## config.mk

```make
export PLATFORM = sky130hd
export DESIGN_NAME = go_move_ctrl
export DESIGN_NICKNAME = d
export VERILOG_FILES = /design/src/rtl/go_move_ctrl.sv
export SDC_FILE = /design/constraint.sdc
export NUM_CORES = 1
export LEC_CHECK = 0
export ABC_AREA = 1
export ABC_CLOCK_PERIOD_IN_PS = 2450
export CAP_MARGIN = 10
export CORE_MARGIN = 3
export CORE_UTILIZATION = 45
export DETAILED_ROUTE_END_ITERATION = 10
export PLACE_DENSITY_LB_ADDON = 0.25
export SYNTH_ARGS = -nofsm -noshare
export SYNTH_HDL_FRONTEND = slang
export SYNTH_SLANG_ARGS = --single-unit
```

## constraint.sdc

```tcl
create_clock -name vclock_in -period 2.45 [get_ports vclock_in]
set_clock_uncertainty 0.05 [all_clocks]
set_input_delay 0.49 -clock vclock_in [delete_from_list [all_inputs] [get_ports vclock_in]]
set_output_delay 0.49 -clock vclock_in [all_outputs]
set_load 0.005 [all_outputs]
```

## src/rtl/go_move_ctrl.sv

```systemverilog
// Go board move controller: button-driven cursor, place/reject checking, board clear,
// and a registered display read port. Define GO_UNDO_EN to add single-level undo (btnl+btnr).
module go_move_ctrl #(
  parameter int         BOARD_N     = 9,
  parameter logic [1:0] STONE_BLACK = 2'b01
) (
  input  logic       vclock_in,
  input  logic       reset_n_in,
  input  logic       btnu_in,
  input  logic       btnd_in,
  input  logic       btnl_in,
  input  logic       btnr_in,
  input  logic       btnc_in,
  input  logic       clear_in,
  input  logic [3:0] rd_row_in,
  input  logic [3:0] rd_col_in,
  output logic [1:0] rd_stone_out,
  output logic [3:0] cursor_row_out,
  output logic [3:0] cursor_col_out,
  output logic [1:0] turn_out,
  output logic       move_ok_out,
  output logic       move_reject_out,
  output logic       busy_out
);

  localparam int         CELLS       = BOARD_N * BOARD_N;
  localparam int         IW          = $clog2(CELLS);
  localparam logic [1:0] STONE_WHITE = STONE_BLACK ^ 2'b11;
  localparam logic [3:0] MAX_POS     = 4'(BOARD_N - 1);
  localparam logic [4:0] SIDE        = 5'(BOARD_N);
  localparam logic [IW-1:0] LAST_CELL = IW'(CELLS - 1);

  typedef enum logic [1:0] {IDLE, CHECK, WRITE, CLEAR} state_t;

  // Button vector order: {clear, btnc, btnr, btnl, btnd, btnu}
  localparam int B_U = 0;
  localparam int B_D = 1;
  localparam int B_L = 2;
  localparam int B_R = 3;
  localparam int B_C = 4;
  localparam int B_CLR = 5;

  state_t        state_q, state_d;
  logic [5:0]    btn_prev_q, btn_prev_d;
  logic [5:0]    btn_edge;
  logic [3:0]    cursor_row_q, cursor_row_d;
  logic [3:0]    cursor_col_q, cursor_col_d;
  logic [1:0]    turn_q, turn_d;
  logic [IW-1:0] pos_idx_q, pos_idx_d;
  logic [IW-1:0] clr_cnt_q, clr_cnt_d;
  logic          ok_q, ok_d;
  logic          reject_q, reject_d;
  logic [1:0]    rd_stone_q, rd_stone_d;
  logic [1:0]    board_q [CELLS];
  logic          wr_en;
  logic [IW-1:0] wr_idx;
  logic [1:0]    wr_data;
`ifdef GO_UNDO_EN
  logic [IW-1:0] last_idx_q, last_idx_d;
  logic          undo_valid_q, undo_valid_d;
`endif

  function automatic logic [IW-1:0] cell_idx(input logic [3:0] row, input logic [3:0] col);
    return IW'(8'(row) * 8'(BOARD_N) + 8'(col));
  endfunction

  function automatic logic [1:0] other_stone(input logic [1:0] s);
    return (s == STONE_BLACK) ? STONE_WHITE : STONE_BLACK;
  endfunction

  always_comb begin
    btn_prev_d   = {clear_in, btnc_in, btnr_in, btnl_in, btnd_in, btnu_in};
    btn_edge     = btn_prev_d & ~btn_prev_q;
    state_d      = state_q;
    cursor_row_d = cursor_row_q;
    cursor_col_d = cursor_col_q;
    turn_d       = turn_q;
    pos_idx_d    = pos_idx_q;
    clr_cnt_d    = clr_cnt_q;
    ok_d         = 1'b0;
    reject_d     = 1'b0;
    wr_en        = 1'b0;
    wr_idx       = pos_idx_q;
    wr_data      = turn_q;
`ifdef GO_UNDO_EN
    last_idx_d   = last_idx_q;
    undo_valid_d = undo_valid_q;
`endif

    // Edges seen outside IDLE fall through here and are simply lost.
    case (state_q)
      IDLE: begin
        if (btn_edge[B_CLR]) begin
          state_d   = CLEAR;
          clr_cnt_d = '0;
`ifdef GO_UNDO_EN
          undo_valid_d = 1'b0;
`endif
        end else if (btn_edge[B_C]) begin
          state_d   = CHECK;
          pos_idx_d = cell_idx(cursor_row_q, cursor_col_q);
        end
`ifdef GO_UNDO_EN
        else if (btn_edge[B_L] && btn_edge[B_R]) begin
          if (undo_valid_q) begin
            wr_en        = 1'b1;
            wr_idx       = last_idx_q;
            wr_data      = 2'b00;
            turn_d       = other_stone(turn_q);
            undo_valid_d = 1'b0;
          end else begin
            reject_d = 1'b1;
          end
        end
`endif
        else begin
          if (btn_edge[B_U]) begin
            if (cursor_row_q != 4'd0) cursor_row_d = cursor_row_q - 4'd1;
          end else if (btn_edge[B_D]) begin
            if (cursor_row_q != MAX_POS) cursor_row_d = cursor_row_q + 4'd1;
          end
          if (btn_edge[B_L]) begin
            if (cursor_col_q != 4'd0) cursor_col_d = cursor_col_q - 4'd1;
          end else if (btn_edge[B_R]) begin
            if (cursor_col_q != MAX_POS) cursor_col_d = cursor_col_q + 4'd1;
          end
        end
      end
      CHECK: begin
        if (board_q[pos_idx_q] == 2'b00) begin
          state_d = WRITE;
        end else begin
          state_d  = IDLE;
          reject_d = 1'b1;
        end
      end
      WRITE: begin
        wr_en   = 1'b1;
        wr_idx  = pos_idx_q;
        wr_data = turn_q;
        turn_d  = other_stone(turn_q);
        ok_d    = 1'b1;
        state_d = IDLE;
`ifdef GO_UNDO_EN
        last_idx_d   = pos_idx_q;
        undo_valid_d = 1'b1;
`endif
      end
      CLEAR: begin
        wr_en     = 1'b1;
        wr_idx    = clr_cnt_q;
        wr_data   = 2'b00;
        clr_cnt_d = clr_cnt_q + IW'(1);
        if (clr_cnt_q == LAST_CELL) begin
          state_d      = IDLE;
          clr_cnt_d    = '0;
          turn_d       = STONE_BLACK;
          cursor_row_d = 4'd0;
          cursor_col_d = 4'd0;
        end
      end
      default: state_d = IDLE;
    endcase

    // Off-board addresses read as empty; the display may scan past the board edge.
    rd_stone_d = 2'b00;
    if (({1'b0, rd_row_in} < SIDE) && ({1'b0, rd_col_in} < SIDE))
      rd_stone_d = board_q[cell_idx(rd_row_in, rd_col_in)];
  end

  always_ff @(posedge vclock_in or negedge reset_n_in) begin
    if (!reset_n_in) begin
      state_q      <= IDLE;
      btn_prev_q   <= '0;
      cursor_row_q <= '0;
      cursor_col_q <= '0;
      turn_q       <= STONE_BLACK;
      pos_idx_q    <= '0;
      clr_cnt_q    <= '0;
      ok_q         <= 1'b0;
      reject_q     <= 1'b0;
      rd_stone_q   <= 2'b00;
      for (int i = 0; i < CELLS; i++) board_q[i] <= 2'b00;
`ifdef GO_UNDO_EN
      last_idx_q   <= '0;
      undo_valid_q <= 1'b0;
`endif
    end else begin
      state_q      <= state_d;
      btn_prev_q   <= btn_prev_d;
      cursor_row_q <= cursor_row_d;
      cursor_col_q <= cursor_col_d;
      turn_q       <= turn_d;
      pos_idx_q    <= pos_idx_d;
      clr_cnt_q    <= clr_cnt_d;
      ok_q         <= ok_d;
      reject_q     <= reject_d;
      rd_stone_q   <= rd_stone_d;
      if (wr_en) board_q[wr_idx] <= wr_data;
`ifdef GO_UNDO_EN
      last_idx_q   <= last_idx_d;
      undo_valid_q <= undo_valid_d;
`endif
    end
  end

  assign rd_stone_out    = rd_stone_q;
  assign cursor_row_out  = cursor_row_q;
  assign cursor_col_out  = cursor_col_q;
  assign turn_out        = turn_q;
  assign move_ok_out     = ok_q;
  assign move_reject_out = reject_q;
  assign busy_out        = (state_q != IDLE);

endmodule

```

After elaboration in Yosys (flattened, before gate mapping)
Index checks and enable logic that the tools add are counted.
{ "word_totals": {"output_inout_bits": 15, "wordCells": 188, "reg_bits": 198} }
{ "op_classes": {"bitwise": 6, "n_reduce_logical": 16, "order_cmp": 6, "mul": 2, "mux": 42, "n_addsub": 7, "n_eq_ne": 18} }
{ "ops": {"columns": ["cell", "n"], "rows": [
  ["162-bit bitwise mux", 1],
  ["4-bit two-way mux", 13],
  ["2-bit binary-select mux with 7-bit select", 2],
  ["2-bit two-way mux", 13],
  ["8-bit greater-or-equal comparator (second input constant)", 3],
  ["7-bit inverter with 8-bit output", 3],
  ["7-bit two-way mux", 3],
  ["3-bit inequality test (second input constant)", 7],
  ["4-bit one-hot mux with 2 select lines", 2],
  ["7-bit by 4-bit adder with 7-bit output", 2],
  ["2-bit demux with 7-bit select", 1],
  ["4-bit by 4-bit multiplier with 7-bit output (second input constant)", 2],
  ["7-bit one-hot mux with 2 select lines", 1],
  ["7-bit AND reduction", 2],
  ["4-bit by 1-bit adder with 4-bit output (second input constant)", 2],
  ["4-bit less-than comparator (second input constant)", 2],
  ["8-bit by 1-bit less-than comparator with 1-bit output (second input constant)", 1],
  ["2-bit inequality test (second input constant)", 4],
  ["4-bit inequality test (second input constant)", 2],
  ["2-bit one-hot mux with 4 select lines", 1],
  ["4-bit nonzero test", 2],
  ["4-bit by 1-bit subtractor with 4-bit output (second input constant)", 2],
  ["7-bit by 1-bit adder with 7-bit output (second input constant)", 1],
  ["7-bit == test (second input constant)", 1],
  ["13 further kinds", 24]
]} }

Longest topological paths before layout
{ "logic_depth": {"word_depth": 8, "depth_mapped": 16, "mapped_depth_nobuf": 14} }

Worst setup path after synthesis
OpenSTA, ideal clock, no wires.
{ "synth_path": {"kind": "in2reg", "startpoint": "input port rd_row_in[1]", "endpoint": "register rd_stone_q[1] (netlist: rd_stone_out[1])", "n_path_buf": 2, "required_time_ps": 2282, "arrival_time_ps": 2584, "path_stages": 12, "slack_ps": -301, "cell_sequence": "ha_1 ha_1 fa_1 clkbuf_1 clkinv_1 clkbuf_1 o211ai_1 nand3_1 nand3_1 nand3_1 a21oi_1 nor2_1"} }
{ "synth_via": {"elab_chain_cells": 7, "elab_cells_between_ends": 9, "cone_classes": "add/sub: 1; mul: 1; order compare: 1; mux: 4; bitwise: 1; reduce/logical: 1"} }
{ "synth_rtl": {"columns": ["element", "line", "rtl"], "rows": [
  ["from (decl)", "15", "input logic [3:0] rd_row_in,"],
  ["4-bit by 4-bit multiplier with 7-bit output", "64", "return IW'(8'(row) * 8'(BOARD_N) + 8'(col));"],
  ["7-bit by 4-bit adder with 7-bit output", "64", null],
  ["7-bit inverter with 8-bit output (implied by the code)", "168", "rd_stone_d = board_q[cell_idx(rd_row_in, rd_col_in)];"],
  ["2-bit binary-select mux with 7-bit select", "168", null],
  ["2-bit two-way mux (implied by the code) (2 in series)", "168", null],
  ["2-bit two-way mux *", "167", "if (({1'b0, rd_row_in} < SIDE) && ({1'b0, rd_col_in} < SIDE))"],
  ["via rd_stone_d[1]", "53", "logic [1:0] rd_stone_q, rd_stone_d;"],
  ["to (signal assigned)", "198", "rd_stone_q <= rd_stone_d;"],
  ["to (decl)", "53", null]
]} }
The timed path passes the listed nets; every way through them passes the cells marked *. The select of a mux whose other input is x is not followed.
A chain may end at the register's enable or synchronous reset.

Worst setup path after layout
{ "layout_path": {"startpoint": "input port rd_row_in[2]", "endpoint": "register rd_stone_q[1] (netlist: rd_stone_out[1])"} }
The elaborated chain is that of the path after synthesis.

==> flow_summary.ini <==
[clock_network]
h-tree-depth = 4
clock_path_buffers = 2
clk_pin_slew_ns = 0.08
clockRootBuffer = clkbuf_16
cts_tree = done
numCtsBuffers = 17
clock_latency_ns = 0.45
clkSinkCount = 198

[logic_synthesis]
syn_inst = 1498
ys_warn_count = 0
synth_area_leaders = dfrtp_1 (44%), nand2_1 (13%), o21ai_0 (12%), nand3_1 (6.5%), inv_1 (4.4%)
async_flop_share_pct = 100.0
synth_top_cell_area_share_pct = 43.97
ys_top_cells_by_count = nand2_1 (400), o21ai_0 (259), dfrtp_1 (197), nand3_1 (145), inv_1 (130)
synth_top_area_cell = dfrtp_1
avgSynthCellArea_sq_um = 7.485
synth.most_common_cell = nand2_1
synth-edff-count = 0
synth_nets = 1546
ys.flop_type = dfrtp_1
syn_area_sq_mm = 0.01121
ys_types = 38
synth-seq-cells = 198
yosysSeqAreaShare_pct = 44.20

[drt]
antenna_left = 0
dr.pass1.iters = 8
routedWlPerCell_microns = 18.09
drt-vias-per-instance = 5.640
top_layer = met4
totalWireLength_microns = 34570
met2_length_microns = 15850
wl_met3_microns = 2447
vias = 10778
drtIter0Drc = 1002
drcViolationCount = 0
met1_length_microns = 15190

[final_layout]
fillers = 2329
multi_input_area_sq_mm = 0.005597
diodes = 0
layout-drive-gt1-share_pct = 10.21
fin_util_pct = 54.35
final-seq-area_sq_mm = 0.004957
area_growth_pct = 18.23
fin_nets = 1622

[sta]
fin_setup_tns_ns = 0
fin_crit_ns = 2.327
fin_crit_sh_pct = 95.00
worst_pin_slew_ns = 0.5509
slew_headroom_pct = 63.07
setup_violations = 0
rsz0062_at_grt = false
report.final.slew_viol_count = 0
finalHoldViolCount = 0
maxClockFrequency_ghz = 0.4297

[floorplan]
num_rows = 57
die_h_microns = 163.8
ios = 31
core_sq_mm = 0.02439
die_area_sq_mm = 0.02685
die_x_microns = 163.8
initial_core_util_pct = 45.97

[setup_path]
start_kind = input port
cp_common_cell = nand3_1
end_kind = flop
crit_slowest_cell = fa_2
cpPeakStageDelay_ns = 0.55
cp_max_fo = 7
critPathRequiredTime_ns = 2.74
cp_cell_sequence = clkdlybuf4s50_1, ha_4, fa_2, buf_12, buf_8, a21oi_1, o21ai_1, nand3_1, nand3_1, nand3_1, a21oi_1, nor2_1
arrival_ns = 2.62
critPathKind = in2reg

[grt]
grt_start_max_net_pins = 82
antenna_found_initial = 0
grt_overflow = 0
track_usage_pct = 26.38
grt_pass1_vias = 10342
grt_pass1_wl_microns = 55580

[job]
max-cap-violations = 0

[placement]
io_buffers = 30
post-dp-hpwl_microns = 23460
place.gp.congestion = 0.9329

[pwr]
p_leak_nw = 5.821
power_density_mw_per_mm2 = 553.9
peakVddDrop_mv = 0.4687

[worst_hold_path]
hp-class = reg2reg

[outcome]
status = completed
-- path summary, 6_finish.rpt --
check	startpoint	end	slack (ns)	depth (start not counted)
hold reg to reg	board_q[43]$_DFFE_PN0P_	board_q[43]$_DFFE_PN0P_	0.44	2
hold / removal	board_q[43]$_DFFE_PN0P_	board_q[43]$_DFFE_PN0P_	0.44	2
setup reg to reg	pos_idx_q[1]$_DFFE_PN0P_	board_q[32]$_DFFE_PN0P_	0.15	12
min in group asynchronous	reset_n_in	board_q[101]$_DFFE_PN0P_	0.52	2
max in group asynchronous	reset_n_in	rd_stone_out[1]$_DFF_PN0_	1.15	3
setup / recovery	rd_row_in[2]	rd_stone_out[1]$_DFF_PN0_	0.12	12
-- power breakdown --
part / internal, mW / total, mW / switching [mW]
sequential: 3.27 / 3.28 / 0.00588
combinational: 0.462 / 1.14 / 0.678
clock: 1.49 / 2.92 / 1.44
total: 5.22 / 7.34 / 2.12
-- per-stage QoR --
step	instances	setup slack, ns	power, mW	instance area, sq um	hold WS, ns
2_1_floorplan	1498	0.005637	3.927	11240	0.1444
3_3_place_gp	1873	-0.5802	4.380	12470	0.4164
3_5_place_dp	1873	-0.6329	4.392	12470	0.4241
4_1_cts	1910	0.02602	7.337	13180	0.4420
5_1_grt	1911	0.004047	7.615	13260	0.4538
6_report	1911	0.1225	7.343	13260	0.4387
-- state kept, by name, summed over array words and instances (netlist names) --
| signal | flops |
|---|---|
| turn_out | 2 |
| cursor_col_out | 4 |
| pos_idx_q | 7 |
| board_q | 162 |
| btn_prev_q | 6 |
| clr_cnt_q | 7 |
| cursor_row_out | 4 |
| state_q | 2 |
| move_ok_out | 1 |
| move_reject_out | 1 |
| rd_stone_out | 2 |
-- logic make-up after synthesis --
family	count (synthesis)	share of synthesized area (%)
and+or+nand+nor	663	25.39
xor gates and xnor gates	16	1.250
AOI/OAI and AO/OA	385	18.26
muxes	1	0.08928
DFF	198	44.20
buffers and inverters	203	6.975
adders and majority gates	32	3.839
-- critical path, delay by kind of cell --
family,cells,cell delay (ns)
adders and majority gates,2,0.77
AOI/OAI and AO/OA,3,0.27
and+or+nand+nor,4,0.30
buffers and inverters,3,0.79
-- placed cells by master, fill, tap and decap left out, drive strengths merged, types with 2 or more instances in the layout --
master,n
a21o,4
a21oi,74
buf,94
clkbuf,19
clkdlybuf4s50,23
clkinv,6
dfrtp,197
dlygate4sd2,2
dlymetal6s2s,3
fa,4
ha,28
inv,141
nand2,401
nand3,145
nand3b,11
nand4,7
nor2,82
nor3,17
o211ai,19
o21ai,272
o221ai,3
o22ai,6
o31ai,3
xnor2,5
xor2,11
-- area by class of cell --
cell class | instances | share of cell area (%)
Timing Repair Buffer | 125 | 8.863
Tap cell | 324 | 3.058
Clock inverter | 14 | 1.199
Timing Repair inverter | 1 | 0.06607
Multi-Input combinational cell | 1097 | 42.22
Clock buffer | 18 | 3.313
Sequential cell | 198 | 37.39
Inverter | 134 | 3.889
-- what timing repair did --
item	in CTS	in global routing
resized for setup	16	15
endpoints found under the setup margin	2	103
setup buffers	2	1
endpoints found under the hold margin	48	0
hold buffers	1	0
cloned	2	0
pin swaps	6	10
-- layer usage --
metal	up-vias	global-route usage, %
met2	404	42.02
met3	83	5.019
met4	0	8.881
li1	5146	-
met1	5145	36.32
met5	-	0
Note: power is estimated with default switching activity, not from simulation.
